<file path="config.mk">
export PLATFORM = sky130hd
export DESIGN_NAME = clock_enables
export DESIGN_NICKNAME = d
export VERILOG_FILES = /design/src/rtl/clock_enables_pkg.sv /design/src/rtl/reset_stretch.sv /design/src/rtl/clock_enables.sv
export SDC_FILE = /design/constraint.sdc
export NUM_CORES = 1
export LEC_CHECK = 0
export ABC_AREA = 1
export BUFFER_PORTS_ARGS = -buffer_cell sky130_fd_sc_hd__clkbuf_2
export CORE_MARGIN = 2
export CORE_UTILIZATION = 45
export DETAILED_ROUTE_END_ITERATION = 8
export PLACE_DENSITY = 0.72
export SLEW_MARGIN = 30
export SYNTH_ARGS = -nofsm -noshare
export SYNTH_HDL_FRONTEND = slang
export SYNTH_SLANG_ARGS = --single-unit
</file>
<file path="constraint.sdc">
create_clock -name clock -period 1.1 [get_ports clock]
set_clock_uncertainty 0.05 [all_clocks]
set_input_delay 0.11 -clock clock [delete_from_list [all_inputs] [get_ports clock]]
set_output_delay 0.11 -clock clock [all_outputs]
set_load 0.05 [all_outputs]
</file>
<file path="src/rtl/clock_enables_pkg.sv">
// Shared constants for the ZX48 clock enable generator.
// Turbo encodings, CPU contention states and pixel phases.
package clock_enables_pkg;

  localparam logic [1:0] TURBO_3M5 = 2'b00;
  localparam logic [1:0] TURBO_7M  = 2'b01;
  localparam logic [1:0] TURBO_14M = 2'b10;

  typedef enum logic {
    RUN,
    HOLD
  } cpu_state_t;

  localparam logic [2:0] PH7_P = 3'd0;
  localparam logic [2:0] PH7_N = 3'd4;

endpackage

</file>
<file path="src/rtl/reset_stretch.sv">
// Holds the core reset high for RST_CYCLES clocks
// after the generator reset releases.
module reset_stretch #(
  parameter int RST_CYCLES = 1024
) (
  input  logic clock,
  input  logic reset,
  output logic rst_out
);

  localparam int W = $clog2(RST_CYCLES + 1);
  localparam logic [W-1:0] LIMIT = W'(RST_CYCLES);

  logic [W-1:0] rcnt;
  logic         busy;

  assign busy = (rcnt != LIMIT);

  always_ff @(posedge clock) begin
    if (reset) begin
      rcnt <= '0;
    end else if (busy) begin
      rcnt <= rcnt + W'(1);
    end
  end

  assign rst_out = reset | busy;

endmodule

</file>
<file path="src/rtl/clock_enables.sv">
// 56 MHz phase counter decoding pixel, CPU and PSG
// enables, with turbo select and ULA contention.
module clock_enables
  import clock_enables_pkg::*;
#(
  parameter int RST_CYCLES = 1024
) (
  input  logic       clock,
  input  logic       reset,
  input  logic [1:0] turbo,
  input  logic       contend,
  output logic       rst_out,
  output logic       pe7,
  output logic       ne7,
  output logic       pe_cpu,
  output logic       ne_cpu,
  output logic       ce_psg,
  output logic       stall
);

  logic [4:0] cnt;
  logic [1:0] turbo_q;
  cpu_state_t state;
  logic       slot_p;
  logic       slot_n;
  logic       run;

  always_ff @(posedge clock) begin
    if (reset) begin
      cnt     <= '0;
      turbo_q <= TURBO_3M5;
      state   <= RUN;
    end else begin
      cnt <= cnt + 5'd1;
      // speed changes only land on a 16-clock boundary
      if (cnt[3:0] == 4'd15) begin
        turbo_q <= turbo;
      end
      if (slot_p) begin
        state <= contend ? HOLD : RUN;
      end
    end
  end

  always_comb begin
    slot_p = 1'b0;
    slot_n = 1'b0;
    unique case (1'b1)
      turbo_q == TURBO_3M5: begin
        slot_p = (cnt[3:0] == 4'd0);
        slot_n = (cnt[3:0] == 4'd8);
      end
      turbo_q == TURBO_7M: begin
        slot_p = (cnt[2:0] == 3'd0);
        slot_n = (cnt[2:0] == 3'd4);
      end
      default: begin
        slot_p = (cnt[1:0] == 2'd0);
        slot_n = (cnt[1:0] == 2'd2);
      end
    endcase
  end

  assign run    = ~reset;
  assign pe7    = run & (cnt[2:0] == PH7_P);
  assign ne7    = run & (cnt[2:0] == PH7_N);
  assign ce_psg = run & (cnt == 5'd0);
  // a held CPU resumes only through a rising slot
  assign pe_cpu = run & slot_p & ~contend;
  assign ne_cpu = run & slot_n & (state == RUN);
  assign stall  = (state == HOLD);

  reset_stretch #(
    .RST_CYCLES(RST_CYCLES)
  ) u_rst (
    .clock  (clock),
    .reset  (reset),
    .rst_out(rst_out)
  );

endmodule

</file>
==> impl_metrics.toml, run 1 <==
[run_status]
status = "finished, violations left"
violations = "setup timing"

[logic_synthesis]
synth_area_um2 = 963
synth_fp_nets = 146
synthFlopType = "dfxtp_1"
synthSimpleGateAreaFrac_pct = 29.4
ys_seq_area_share_pct = 39.5
synth-xor-area-share_pct = 3.64
synth_fa_ha_area_share_pct = 6.49
synth_edf_count = 0
yosys-mux-area-fraction_pct = 0
synth_top_family_by_area = "simple AND/OR/NAND/NOR gates"
synth_compound_area_share_pct = 11.9
synth_area_per_cell_um2 = 7.08
ys_seq_elements = 19
ys_async_sr_fraction_pct = 0
postSynthCellCount = 136
synth_cell_types = 21
synth_warnings = 0

[worst_setup_path]
crit_required_ns = 0.94
critPathMaxFanout = 2
crit_slowest_cell = "dfxtp_4"
cp_top_family = "simple AND/OR/NAND/NOR gates"
crit_path_start_kind = "flip-flop"
path_buf_inv = 3
endpoint_kind = "output pin"
arrival_ns = 1.52
path_cells = "inv_2 -> ha_4 -> nand2_4 -> nor2_4 -> inv_2 -> nor2_4 -> nand2_4 -> clkbuf_16"
slowest_delay_ns = 0.37
crit_type = "flip-flop to output pin"

[timing]
worst_slack_ns = -0.583
slew_headroom_pct = 75.4
min_period_over_period_pct = 153
slew_violations = 0
holdWs_ns = 0.0696
rsz0062_at_grt = "true"
fmax_mhz = 594
max_slew.worst_pin.slew_ns = 0.365
hold_viol = 0
period_needed_ns = 1.68
setup_viol = 22

[global_route]
grt_antenna_before_repair = 0
grt_use_met3_pct = 5.95
grtUsageTotal_pct = 29.1
grt_pass1_wl_um = 5440
busiest_layer = "met2"
use_met1_pct = 30.9
grtUsageMet2_pct = 52.4
grt_max_degree = 11
grt_pass1_vias = 1198
grt_overflow = 0

[floorplan]
pin_count = 12
die_y_um = 50.3
die_x_um = 50.3
die_area_mm2 = 0.00253
fp-row-count = 16
core_mm2 = 0.00198
start_util_pct = 48.6

[placed_design]
post-place-ws_ns = -0.321
post-place-cells = 208
io_buffers = 11
post-dp-hpwl_um = 1980
place_congestion = 0.796

[route]
via_per_inst = 5.88
drt_first_pass_iters = 5
num_vias = 1305
first_iter_violations = 75
drtAntennaViolNets = 0
wl_per_cell_um = 20.4
drc = 0
routed_wl_um = 4530

[clocking]
clock-sinks = 19
h-tree-depth = 1
cts_buffers = 3
clock-root-buffer = "clkbuf_4"
clk_pin_slew_ns = 0.13
clock_latency_ns = 0.32
cts_buffer_depth = 2
cts_tree = "built"

[pwr]
ir_worst_vdd_mv = 0.879
p_leak_nw = 0.734
p_per_area_mw_per_mm2 = 946

[finish]
regArea_um2 = 394
finalNetCount = 206
drive_gt1_share_pct = 55.4
n_fill_cell = 67
multi_input_area_um2 = 746
syn_to_final_growth_pct = 84.9
diodes = 0
finish.cell_count_without_fillers = 222

[hold_path]
hp-class = "primary input to flip-flop"

[flow_run]
maxCapViolCount = 0
worst min-delay path, delay by kind of cell:
kind / cells / cell delay (ns)
buffers and inverters: 1 / 0.09
AO/OA/AOI/OAI: 2 / 0.20
routing by layer:
layer	part of all wire [%]	up-vias
met3	5.7	40
li1	-	553
met2	49	93
met4	7.5	0
met5	0	-
met1	37	619
synthesized netlist by cell type, types with 2 or more instances:
library cell | instances | area (µm²)
dfxtp_1 | 19 | 380
nor2_1 | 20 | 75.1
o21ai_0 | 8 | 40.0
xor2_1 | 2 | 17.5
ha_1 | 5 | 62.6
a21oi_1 | 10 | 50.1
inv_1 | 21 | 78.8
nand3_1 | 13 | 65.1
xnor2_1 | 2 | 17.5
nand2_1 | 24 | 90.1
a21oi_2 | 2 | 17.5
state kept, by name, indices dropped and copies added (netlist names):
name,cells
turbo_q,2
u_rst.rcnt,11
stall,1
cnt,5
worst paths after layout:
kind,startpoint,endpoint,slack (ns),cells after the start
max,u_rst.rcnt[1],rst_out,-0.58,8
min,turbo[0],turbo_q[0],0.07,3
min reg2reg,u_rst.rcnt[10],u_rst.rcnt[10],0.51,3
max reg2reg,u_rst.rcnt[1],u_rst.rcnt[1],-0.43,11
layout make-up:
type / instances / area share (%)
Tap cell: 27 / 1.90
Timing Repair Buffer: 57 / 28.1
Clock buffer: 4 / 1.47
Inverter: 21 / 4.56
Multi-Input combinational cell: 94 / 41.9
Sequential cell: 19 / 22.1
power breakdown:
part	internal, mW	switching (mW)	leakage, nW
sequential	0.715	0.0234	0.157
combinational	0.244	0.301	0.561
clock	0.142	0.259	0.0150
total	1.10	0.583	0.734
per-stage QoR:
| step | power, mW | setup TNS, ns | utilization, % | cell area (µm²) |
|---|---|---|---|---|
| CTS | 1.56 | -4.09 | 84.0 | 1660 |
| detailed placement | 1.11 | -2.84 | 72.5 | 1440 |
| floorplan | 0.963 | -0.730 | - | 1090 |
| finish | 1.68 | -5.98 | 89.9 | 1780 |
| global route | 1.71 | -6.71 | 89.9 | 1780 |
| global placement | 1.09 | -1.86 | 72.5 | 1440 |
layout by cell type (no fill, tap or decap), types with 2 or more instances in the layout:
cell type / count
buf_4: 40
nand2_1: 18
inv_1: 15
nor2_1: 13
dfxtp_1: 12
nor2_4: 9
a21oi_1: 9
nand3_1: 8
inv_2: 5
o21ai_2: 5
dfxtp_2: 5
buf_8: 5
buf_6: 5
nand3_4: 4
ha_4: 4
clkbuf_2: 4
nand2_4: 3
nand2_2: 3
o21ai_0: 3
clkbuf_4: 3
xor2_1: 2
nand3_2: 2
a21oi_2: 2
dfxtp_4: 2
what timing repair did:
action / CTS / global route
cloned: 0 / 0
gates resized for setup: 42 / 24
hold endpoints to repair: 0 / 1
hold buffers: 0 / 1
endpoints found under the setup margin: 22 / 23
pin swaps: 18 / 14
buffers inserted: 4 / 8
logic make-up after synthesis:
kind of cell / count (synthesis)
and+or+nand+nor: 64
buffers and inverters: 23
AOI/OAI and AO/OA: 21
DFF: 19
adders and majority gates: 5
xor gates and xnor gates: 4
No activity file was read; power rests on OpenSTA's default activity.
==> run 2, diff against run 1 <==
CORE_UTILIZATION = 40   (was 45)
PLACE_DENSITY = 0.66   (was 0.72)
==> run 2 against run 1 <==
Effect of this change:
- the run still ends with setup timing left
- worst setup slack improved by 0.13 ns
- sequential share of layout area increased by 1.1 points
- fmax grew 8.2%
- largest cell class unchanged
- hold slack worse by 0.037 ns
- clock-buffer cell count stayed put
- global-route usage shrank 9.4 points
- clock power fell by 9.5%
- critical endpoint unchanged
- wire length is 45% lower
- flip-flop and latch count unchanged
- highest routed layer unchanged
==> impl_metrics.toml, run 2 (synthesis gave the netlist of run 1 again) <==
[run_status]
status = "finished, violations left"
violations = "setup timing"

[global_route]
grtUsageTotal_pct = 19.7
grt_pass1_wl_um = 4050
grt_pass1_vias = 991
grt_max_degree = 11
grt_antenna_before_repair = 0
grt_overflow = 0

[timing]
setup_viol = 15
period_needed_ns = 1.56
worst_slack_ns = -0.456
fmax_mhz = 642
slew_headroom_pct = 81.7
slew_violations = 0
rsz0062_at_grt = "true"
holdWs_ns = 0.0330
min_period_over_period_pct = 141
hold_viol = 0
max_slew.worst_pin.slew_ns = 0.273

[floorplan]
die_x_um = 53.1
pin_count = 12
die_y_um = 53.1
fp-row-count = 17
start_util_pct = 42.7
die_area_mm2 = 0.00282
core_mm2 = 0.00225

[hold_path]
hp-class = "primary input to flip-flop"

[route]
routed_wl_um = 2490
num_vias = 1038
drt_first_pass_iters = 4
wl_per_cell_um = 11.5
via_per_inst = 4.78
drc = 0
drtAntennaViolNets = 0
first_iter_violations = 4

[placed_design]
io_buffers = 11
post-dp-hpwl_um = 1750
placedInstanceArea_mm2 = 0.00142
place_congestion = 0.842

[worst_setup_path]
slowest_delay_ns = 0.37
path_cells = "inv_4 -> ha_4 -> nand2_2 -> nor2_4 -> inv_2 -> nor2_4 -> nand2_4 -> clkbuf_16"
critPathMaxFanout = 2
crit_type = "flip-flop to output pin"
crit_path_start_kind = "flip-flop"
arrival_ns = 1.40
path_buf_inv = 3
crit_top_cell = "nor2_4"
crit_slowest_cell = "dfxtp_4"
cp_top_family = "flip-flops"
endpoint_kind = "output pin"
crit_required_ns = 0.94

[finish]
mostFrequentLayoutCell = "buf_4"
largest_reg_flops = 11
utilization_pct = 75.4
layout_common_cells = "37 x buf_4, 17 x nand2_1, 14 x inv_1"
largestRegisters = "u_rst.rcnt: 11 flops, cnt: 5 flops, turbo_q: 2 flops"
largest-register = "u_rst.rcnt"
finalNetCount = 200
drive_gt1_share_pct = 54.0
syn_to_final_growth_pct = 76.5
diodes = 0
design_area_mm2 = 0.00170

[clocking]
clk_pin_slew_ns = 0.11
cts_tree = "built"
clock-root-buffer = "clkbuf_4"
cts_buffer_depth = 2
clock_latency_ns = 0.29
h-tree-depth = 1
clock-sinks = 19
cts_buffers = 3

[pwr]
p_per_area_mw_per_mm2 = 924
ir_worst_vdd_mv = 0.684
p_leak_nw = 0.697
power.total_mw = 1.57

[flow_run]
maxCapViolCount = 0
-- run 2: where the power goes --
part | internal [mW] | switching (mW) | leakage, nW
Combinational | 0.231 | 0.241 | 0.524
Sequential | 0.715 | 0.0211 | 0.158
Clock | 0.141 | 0.222 | 0.0150
Total | 1.09 | 0.484 | 0.697
-- run 2: final cells by class --
cell class / count / area [µm²]
Timing Repair Buffer: 51 / 445
Clock buffer: 4 / 26.3
Inverter: 21 / 83.8
Fill cell: 175 / 554
Multi-Input combinational cell: 94 / 714
Sequential cell: 19 / 395
Tap cell: 28 / 35.0
-- run 2: worst paths after layout --
check | startpoint | slack [ns] | to | cells past startpoint
worst max-delay path | u_rst.rcnt[0] | -0.46 | rst_out | 8
worst min-delay path | turbo[1] | 0.03 | turbo_q[1] | 3
worst max register to register | u_rst.rcnt[1] | -0.17 | u_rst.rcnt[8] | 6
worst min register to register | turbo_q[0] | 0.45 | turbo_q[0] | 2
-- run 2: worst register-to-register path, delay by kind of cell, from the launching register on --
kind                     cells  cell delay [ns]
AND/OR/NAND/NOR              3             0.37
AO/OA/AOI/OAI                1             0.13
flip-flops                   1             0.38
buffers and inverters        1             0.14
adder cells (fa/ha/maj)      1             0.15
-- run 2: layer usage --
metal	vias to the layer above	global-route usage, %	routed length, µm
met2	12	36.3	1390
met1	483	21.8	1030
met5	-	0	0
li1	541	-	-
met3	2	2.54	60
met4	0	10.3	16
-- run 2: stage by stage --
| step | setup WS [ns] | TNS (ns) | std cells |
|---|---|---|---|
| final | -0.456 | -3.33 | 217 |
| after CTS | -0.476 | -3.33 | 215 |
| after global placement | -0.210 | -1.82 | 207 |
| after detailed placement | -0.275 | -2.39 | 207 |
| after floorplan | -0.252 | -0.730 | 136 |
| after global routing | -0.511 | -4.56 | 217 |
-- run 2: what timing repair did --
| item | 4_1_cts | 5_1_grt |
|---|---|---|
| hold buffers | 0 | 0 |
| gates resized for setup | 37 | 21 |
| setup endpoints to repair | 20 | 22 |
| buffers inserted | 4 | 3 |
| pin swaps | 10 | 13 |
==> run 3, diff against run 2 <==
PLACE_DENSITY = 0.64   (was 0.66)
clock period = 1.96 ns   (was 1.1 ns; I/O delays follow)
==> run 3 against run 2 <==
Effect of this change:
- the run now ends clean
- clock-buffer cell count unchanged
- final cell count down 18%
- register-to-register slack better by 0.81 ns
- flip-flop and latch count unchanged
- sequential share of layout area up 12 points
==> impl_metrics.toml, run 3 (synthesis gave the netlist of run 1 again) <==
[run_status]
status = "finished clean"

[clocking]
cts_buffers = 3
ctsHoldBuffers = 0
cts_tree = "built"
clock_latency_ns = 0.29
clk_pin_slew_ns = 0.11
h-tree-depth = 1
clock-root-buffer = "clkbuf_4"
cts_buffer_depth = 2
clock-sinks = 19

[pwr]
clkPwrFrac_pct = 27.1
p_leak_nw = 0.444
p_per_area_mw_per_mm2 = 664
sw_frac_of_total_pct = 29.2
ir_worst_vdd_mv = 0.410
power.total_mw = 0.726
power.share.combinational_pct = 15.8
seqPwrFrac_pct = 57.1
power.switching_mw = 0.212
p_int_mw = 0.514

[finish]
mostFrequentLayoutCell = "nand2_1"
layout_common_cells = "24 x nand2_1, 21 x inv_1, 19 x nor2_1, 19 x dfxtp_1, 13 x nand3_1"
largestRegisters = "u_rst.rcnt: 11 flops, cnt: 5 flops, turbo_q: 2 flops"
finalNetCount = 161
drive_gt1_share_pct = 14.7
diodes = 0
largest-register = "u_rst.rcnt"
largest_reg_flops = 11
syn_to_final_growth_pct = 13.4

[worst_setup_path]
crit_slowest_cell = "dfxtp_1"
cp_top_family = "buffers and inverters"
path_buf_inv = 3
endpoint_kind = "output pin"
slowest_delay_ns = 0.36
critPathMaxFanout = 4
arrival_ns = 1.56
crit_path_start_kind = "flip-flop"
crit_required_ns = 1.71
path_cells = "inv_1 -> ha_1 -> nand2_1 -> nor2_1 -> inv_1 -> nor2_4 -> nand2_1 -> buf_2"
crit_type = "flip-flop to output pin"

[global_route]
grt_pass1_vias = 762
grt_overflow = 0
grt_pass1_wl_um = 3130
grt_antenna_before_repair = 0
grtUsageTotal_pct = 15.3
grt_max_degree = 16

[flow_run]
maxCapViolCount = 0

[route]
drt_first_pass_iters = 4
drtAntennaViolNets = 0
via_per_inst = 4.67
num_vias = 832
routed_wl_um = 1780
wl_per_cell_um = 9.99
first_iter_violations = 9
drc = 0

[timing]
finalSetupTns_ns = 0
rsz0062_at_grt = "false"
slew_violations = 0
period_needed_ns = 1.81
min_period_over_period_pct = 92.2
max_slew.worst_pin.slew_ns = 0.354
setup_viol = 0
hold_viol = 0
slew_headroom_pct = 76.4
fmax_mhz = 553

[floorplan]
die_area_mm2 = 0.00282
fp-row-count = 17
core_mm2 = 0.00225
start_util_pct = 42.7
die_y_um = 53.1
pin_count = 12
die_x_um = 53.1

[placed_design]
io_buffers = 11
post-dp-hpwl_um = 1340
place_congestion = 0.772

[hold_path]
hp-class = "primary input to flip-flop"
run 3: path summary, 6_finish.rpt:
check / start / endpoint / slack [ns] / cells after the start
worst max-delay path: u_rst.rcnt[0] / rst_out / 0.15 / 8
worst min-delay path: turbo[1] / turbo_q[1] / 0.13 / 3
worst max register to register: u_rst.rcnt[1] / u_rst.rcnt[8] / 0.64 / 5
worst min register to register: cnt[0] / cnt[0] / 0.40 / 1
run 3: worst min-delay path, cell delays in order:
cell and delay [ns]:
clkbuf_2 0.07, o21ai_0 0.07, a21oi_1 0.11
run 3: stage by stage:
| step | instance area [µm²] | hold slack (ns) | setup slack [ns] | instances | utilization, % |
|---|---|---|---|---|---|
| 2_1_floorplan | 970 | 0.208 | 0.176 | 136 | - |
| 3_3_place_gp | 1060 | 0.377 | 0.451 | 174 | 46.9 |
| 3_5_place_dp | 1060 | 0.382 | 0.370 | 174 | 46.9 |
| 4_1_cts | 1080 | 0.129 | 0.0162 | 178 | 48.1 |
| 5_1_grt | 1090 | 0.167 | 0.0187 | 178 | 48.4 |
| 6_report | 1090 | 0.134 | 0.153 | 178 | 48.4 |
run 3: metal layers:
layer	share of wire, %	global-route usage, %	vias to the layer above
met1	49	18.0	357
met4	1.2	6.41	0
met2	46	26.3	11
met3	3.3	3.67	2
li1	-	-	462
met5	0	0	-
run 3: power groups by stage:
stage | Sequential, mW | Clock (mW) | Combinational, mW
finish | 0.414 | 0.197 | 0.115
global route | 0.417 | 0.224 | 0.128
CTS | 0.415 | 0.203 | 0.115
detailed placement | 0.423 | 0 | 0.114
global placement | 0.422 | 0 | 0.113
floorplan | 0.429 | 0 | 0.0798
run 3: area by class of cell:
cell class              count  area (µm²)
fillers                   242        1160
multi-input cells          94         509
flip-flops and latches     19         380
inverters                  21        78.8
repair buffers             12        62.6
well taps                  28        35.0
clock buffers               4        26.3
run 3: repair_timing:
action,4_1_cts,5_1_grt
setup buffers,0,0
setup endpoints to repair,0,1
gates resized for setup,0,3
